<file path="config.mk">
export PLATFORM = sky130hd
export DESIGN_NAME = rr_arbiter4
export DESIGN_NICKNAME = d
export VERILOG_FILES = /design/src/rtl/arb_pkg.sv /design/src/rtl/rr_pick4.sv /design/src/rtl/rr_arbiter4.sv
export SDC_FILE = /design/constraint.sdc
export NUM_CORES = 1
export LEC_CHECK = 0
export ABC_AREA = 1
export CAP_MARGIN = 20
export CELL_PAD_IN_SITES_DETAIL_PLACEMENT = 0
export CELL_PAD_IN_SITES_GLOBAL_PLACEMENT = 1
export CORE_MARGIN = 2
export CORE_UTILIZATION = 35
export CTS_CLUSTER_DIAMETER = 30
export DETAILED_ROUTE_END_ITERATION = 10
export GPL_ROUTABILITY_DRIVEN = 0
export GPL_TIMING_DRIVEN = 1
export MAX_ROUTING_LAYER = met4
export PLACE_DENSITY = 0.78
export SYNTH_ARGS = -nofsm -noshare
export SYNTH_HDL_FRONTEND = slang
export SYNTH_SLANG_ARGS = --single-unit
</file>
<file path="constraint.sdc">
create_clock -name clk -period 1.4 [get_ports clk]
set_clock_uncertainty 0.05 [all_clocks]
set_input_delay 0.14 -clock clk [delete_from_list [all_inputs] [get_ports clk]]
set_output_delay 0.14 -clock clk [all_outputs]
set_load 0.03 [all_outputs]
</file>
<file path="src/rtl/arb_pkg.sv">
// Shared types and helpers for the four-way round-robin arbiter.
package arb_pkg;
  localparam int NUM_REQ = 4;

  typedef enum logic {IDLE, GRANT} arb_state_t;
  typedef logic [1:0] req_idx_t;

  function automatic logic [NUM_REQ-1:0] onehot(input req_idx_t idx);
    logic [NUM_REQ-1:0] v;
    v      = '0;
    v[idx] = 1'b1;
    return v;
  endfunction
endpackage

</file>
<file path="src/rtl/rr_pick4.sv">
// Rotating priority pick: first set request scanning upward from ptr+1, modulo 4.
// Purely combinational; no state and no backpressure.
module rr_pick4
  import arb_pkg::*;
(
  input  logic [NUM_REQ-1:0] req,
  input  req_idx_t           ptr,
  output req_idx_t           pick,
  output logic               valid
);

  req_idx_t idx;

  // Walk from the farthest slot back to the nearest so the nearest set bit wins.
  always_comb begin
    pick  = ptr;
    valid = 1'b0;
    idx   = '0;
    for (int i = NUM_REQ; i >= 1; i--) begin
      idx = ptr + req_idx_t'(i);
      if (req[idx]) begin
        pick  = idx;
        valid = 1'b1;
      end
    end
  end

endmodule

</file>
<file path="src/rtl/rr_arbiter4.sv">
// Four-requester round-robin arbiter holding each grant for a whole transaction.
// Grant 1 cycle after request in IDLE; one idle turnaround cycle after every release.
module rr_arbiter4
  import arb_pkg::*;
#(
  parameter int HOLD_MAX = 16,
  parameter int CNT_W    = ($clog2(HOLD_MAX + 1) > 0) ? $clog2(HOLD_MAX + 1) : 1
) (
  input  logic               clk,
  input  logic               rst,
  input  logic [NUM_REQ-1:0] req,
  input  logic               done,
  output logic [NUM_REQ-1:0] gnt,
  output req_idx_t           sel,
  output logic               busy,
  output logic               timeout
);

  localparam logic [CNT_W-1:0] CNT_LAST = CNT_W'(HOLD_MAX - 1);
  localparam logic [CNT_W-1:0] CNT_SAT  = '1;

  arb_state_t         state_q, state_d;
  req_idx_t           ptr_q, ptr_d;
  logic [CNT_W-1:0]   cnt_q, cnt_d;
  logic [NUM_REQ-1:0] gnt_d;
  req_idx_t           sel_d;
  logic               busy_d, timeout_d;
  req_idx_t           pick;
  logic               pick_vld;

  rr_pick4 u_pick (
    .req   (req),
    .ptr   (ptr_q),
    .pick  (pick),
    .valid (pick_vld)
  );

  always_comb begin
    state_d   = state_q;
    ptr_d     = ptr_q;
    cnt_d     = cnt_q;
    gnt_d     = gnt;
    sel_d     = sel;
    busy_d    = busy;
    timeout_d = 1'b0;
    case (state_q)
      IDLE: begin
        gnt_d  = '0;
        busy_d = 1'b0;
        if (pick_vld) begin
          state_d = GRANT;
          gnt_d   = onehot(pick);
          sel_d   = pick;
          busy_d  = 1'b1;
          cnt_d   = '0;
        end
      end
      GRANT: begin
        // DONE outranks the watchdog, so a simultaneous expiry is a clean release.
        if (done || !req[sel] || (HOLD_MAX != 0 && cnt_q == CNT_LAST)) begin
          state_d   = IDLE;
          ptr_d     = sel;
          gnt_d     = '0;
          busy_d    = 1'b0;
          timeout_d = !done && req[sel];
        end else if (cnt_q != CNT_SAT) begin
          cnt_d = cnt_q + 1'b1;
        end
      end
      default: begin
        state_d = IDLE;
        gnt_d   = '0;
        busy_d  = 1'b0;
      end
    endcase
  end

  always_ff @(posedge clk or posedge rst) begin
    if (rst) begin
      state_q <= IDLE;
      ptr_q   <= 2'd3;
      cnt_q   <= '0;
      gnt     <= '0;
      sel     <= 2'd0;
      busy    <= 1'b0;
      timeout <= 1'b0;
    end else begin
      state_q <= state_d;
      ptr_q   <= ptr_d;
      cnt_q   <= cnt_d;
      gnt     <= gnt_d;
      sel     <= sel_d;
      busy    <= busy_d;
      timeout <= timeout_d;
    end
  end

endmodule
</file>
Yosys cells after proc, flatten, opt, wreduce, memory -nomap -nowiden
Cells that the tools add are included.
Word-level totals
  flip-flop bits (word level): 16
  input bits: 7
  output and inout port bits: 8
  logic and storage cells: 67
Operators by class
  add/subtract/negate cells: 4
  $lt $le $gt $ge: 7
  equal/unequal tests: 6
  muxes and demuxes: 33
  bitwise logic cells: 1
  reduce and logical (&&, ||, !) cells: 9
Operators with widths (count)
  < comparator 2 x 3 -> 1 bit (second input constant): 6
  2-to-1 mux 1 bit: 15
  2-to-1 mux 5 bit: 3
  binary-select mux 1 bit (select 2 bit): 5
  one-hot mux 5 bit (2 select lines): 1
  2-to-1 mux 4 bit: 2
  one-hot mux 4 bit (2 select lines): 1
  2-to-1 mux 2 bit: 3
  adder 5 x 1 -> 5 bit (second input constant): 1
  == test 5 x 4 -> 1 bit (second input constant): 1
  != test 5 bit (second input constant): 1
  adder 2 bit (second input constant): 2
  != test 2 x 1 -> 1 bit (second input constant): 2
  != test 2 bit (second input constant): 2
  one-hot mux 1 bit (2 select lines): 2
  AND reduction 2 bit: 2
  AND reduction 3 bit: 1
  adder 2 x 1 -> 2 bit (second input constant): 1
  demux 1 bit (select 2 bit): 1
  >= comparator 2 x 1 -> 1 bit (second input constant): 1
  logical AND 1 bit: 2
  logical NOT 1 bit: 2
  logical OR 1 bit: 2
  NOT 1 bit: 1

Depth between registers and ports, before layout
  depth in word-level cells: 12
  mapped depth: 13
  gate-level depth less buffers: 12

Modules after synthesis
A second synthesis with hierarchy kept.
Unflattened totals
  cells, all modules: 141
  area, all modules: 1037.2 µm²
Modules (own cells, without submodules)
  rr_arbiter4: instances 1, cells an instance 94, area each 795.8 µm², seq. area each 402.9 µm²
  rr_pick4: instances 1, cells an instance 47, area each 241.5 µm², seq. area each 0.0 µm²

Least setup slack after synthesis
Ideal clock, no wire load.
  path type: flip-flop to flip-flop
  start point: register cnt_q[0]
  end point: register cnt_q[0]
  setup time: 0.118 ns
  data arrival time: 1.360 ns
  required time: 1.232 ns
  path slack: -0.128 ns
  cell stages (with the launch flop): 11
  path buffers: 0
  period minus slack after synthesis: 1.528 ns
  cells stage by stage: dfrtp_1 ha_1 nand2_1 nor2_1 ha_1 inv_1 nand3_1 nand2_2 nand2_4 nor2_2 nor2_2
Between the ends
  word-level cells in the longest chain between the ends: 4
  elaborated cells between the ends (all ways): 10
  classes of those cells: add/sub: 1; eq/ne: 4; mux: 3; reduce/logical: 2
Ends and longest elaborated chain
  from (decl): line rr_arbiter4.sv:24  | logic [CNT_W-1:0] cnt_q, cnt_d;
  from (signal assigned): line rr_arbiter4.sv:90  | cnt_q <= cnt_d;
  adder 5 x 1 -> 5 bit or == test 5 x 4 -> 1 bit (tied branches): line rr_arbiter4.sv:67, rr_arbiter4.sv:60
  2-to-1 mux 5 bit or logical OR 1 bit (tied branches): line rr_arbiter4.sv:66, rr_arbiter4.sv:60
  2-to-1 mux 5 bit or != test 2 bit (tied branches)
  one-hot mux 5 bit (2 select lines) or AND reduction 3 bit (tied branches)
Several ways; a longest one is shown, not always the timed one. The select of a mux whose other input is x is not followed.
A chain may end at the register's enable or synchronous reset.

Final worst setup path
Ends and elaborated chain as after synthesis.

==> metrics <==
status=complete, but fails checks; violations in the final reports=design-rule violations, negative setup slack; detailed placement HPWL=1.79 mm; cells after synthesis=140; antenna violations before repair=0; setup TNS=-1980 ps; dpl ws=-211 ps; CTS max path bufs=2; largest net degree at the start of global routing=11; worst hold slack=74.6 ps; Ports=15; worst vdd ir=0.000896 V; P_sw=1530 uW; die area=3440 um2; min-delay worst type=primary input to async pin; number of library cell types mapped by synthesis=22; Pleak=0.000787 uW; H-Tree Depth=1; most frequent cells in the layout=nand2_1, inv_1, buf_4; TritonRoute pass-1 iters=9; FP Rows=19; final setup fails=15; max-cap viol count=0; Slew Limit Headroom=74.3%; clock transition at the registers of the reported paths=90 ps; NumNets Final=185; first-pass GRT wire length=3.98 mm; combinational fraction of design power=66.4%; sequential share of power=26.0%; fillcell total=278; WS Path Type=register to register; drt total wl=2.28 mm; DR DRC count=1; asr flop ratio synth=100%; Num Clock Sinks=16; layout cells sized above 1=39.9%; #FFs+latches synth=16; vias in the first global route=933; number of port buffers=14; Final Cell Area=1460 um2; mean number of vias per cell=4.79; Area Growth Syn to Fin=39.6%; Tot Pwr=3120 uW; Synth Flop Type=dfrtp_1; antenna viol nets, final=0; most common cell after layout, fill and taps aside=nand2_1; final worst slack=-178 ps; Max Fclk=634 MHz; Reg-to-Reg Start=cnt_q[0]$_DFFE_PP0P_; critical path capture point type=register; Worst setup SP type=register; Reg2Reg Setup Slack=-180 ps; core box area=2810 um2; Synthesis Warnings=0; DR WL/cell=11.2 um; Max Slew Vio Count=0; clk root buf=clkbuf_4; Final Hold Viols=0; sequential fraction of the synthesis area=38.6%; CTS buffer count=3; r2r endpoint=cnt_q[0]$_DFFE_PP0P_; CP arrival=1750 ps; Synth Net Count=150; CTS Hold Bufs=0; RSZ-0062 raised after global routing=true; Via Count=978; Final min period=1580 ps; Die Y=58.6 um; CP max FO=3; area post-placement=1330 um2; Tcrit/Tclk final=113%; number of enable flip-flop cells after synthesis=0; Global Route Usage Sum=15.3%; die width=58.6 um; P per Cell Area=2140 nW/um2; switching share of power=49.0%; clock network power share=7.6%; GRT overflow=0; worst-case reg-to-reg path depth=9; Initial DRC Count=27; Clock Latency Late Sink=280 ps; P_int=1590 uW; critical path required time=1570 ps; CTS tree=done; Initial Utilization=37.2%; Ant. Diodes=0; Post-Synthesis Cell Area=1040 um2; worst-margin pin slew=384 ps; mean post-synth cell area=7.46 um2
==> worst max-delay path: stages, from the launching register on <==
cell and delay, ps:
dfrtp_1 400, ha_2 210, nand2_2 100, nor2_4 50, ha_4 160, inv_4 60, nand4_1 150, nor2_2 180
nor2_1 70, nor2_2 100
==> sequential cells by signal, summed over array words and instances, names as in the netlist <==
name and count:
busy 1, cnt_q 5, gnt 4, ptr_q 2, sel 2, state_q 1
timeout 1
==> routing by layer <==
metal	up-vias	global-route usage (%)	part of all wire [%]
met5	-	-	0
met4	0	5.52	1.4
met3	5	1.98	2.6
met2	14	27.8	52
met1	457	17.2	44
li1	502	-	-
==> metrics by stage <==
step | instances | utilization (%)
2_1_floorplan | 140 | -
3_3_place_gp | 198 | 47.4
3_5_place_dp | 198 | 47.4
4_1_cts | 204 | 49.7
5_1_grt | 204 | 52.0
6_report | 204 | 52.0
==> power by group through the flow <==
stage	clock network, uW	registers [uW]	logic (uW)
global route	264	829	2300
global placement	0	807	1840
detailed placement	0	810	1860
floorplan	0	899	1180
CTS	248	801	1960
finish	238	810	2070
==> synthesized netlist by cell type (2+ instances only) <==
library cell	n	area share (%)
nand2_4	6	6.5
inv_1	17	6.1
dfstp_2	2	5.0
ha_1	3	3.6
nor2_1	6	2.2
o21ai_2	5	4.2
nor2_2	2	1.2
nand2_1	54	19
nand3_1	9	4.3
inv_2	3	1.1
o211ai_1	2	1.4
o21ai_0	2	0.96
nand4_1	3	1.8
dfrtp_1	14	34
nand2_2	5	3.0
==> logic make-up (layout without fill, tap and decap cells) <==
group	count (synthesis)	count (layout)	share of synthesized area, %
AO/OA/AOI/OAI	10	10	7.42
buffers and inverters	23	56	9.46
flip-flops	16	16	38.6
AND/OR/NAND/NOR	88	88	41.0
adder cells (fa/ha/maj)	3	3	3.59
==> final cells by class <==
type	count	area, um2	area share [%]
Multi-Input combinational cell	101	637	43.7
Sequential cell	16	403	27.6
Timing Repair Buffer	31	265	18.2
Inverter	22	92.6	6.35
Tap cell	31	38.8	2.66
Clock buffer	3	22.5	1.54
==> how the worst max path moves through the flow <==
stage | start | to | depth (start not counted)
2_1_floorplan | ptr_q[0]$_DFFE_PP1P_ | cnt_q[2]$_DFFE_PP0P_ | 11
3_3_place_gp | req[1] | sel[0]$_DFFE_PP0P_ | 12
3_5_place_dp | req[1] | cnt_q[0]$_DFFE_PP0P_ | 9
4_1_cts | ptr_q[0]$_DFFE_PP1P_ | cnt_q[0]$_DFFE_PP0P_ | 10
5_1_grt | ptr_q[0]$_DFFE_PP1P_ | gnt[3]$_DFFE_PP0P_ | 11
6_report | cnt_q[0]$_DFFE_PP0P_ | cnt_q[0]$_DFFE_PP0P_ | 9
==> what timing repair did <==
item,4_1_cts,5_1_grt
pin swaps,3,4
resized for setup,17,16
endpoints found under the setup margin,23,16
setup buffers,3,0
Note: power is estimated with default switching activity, not from simulation.
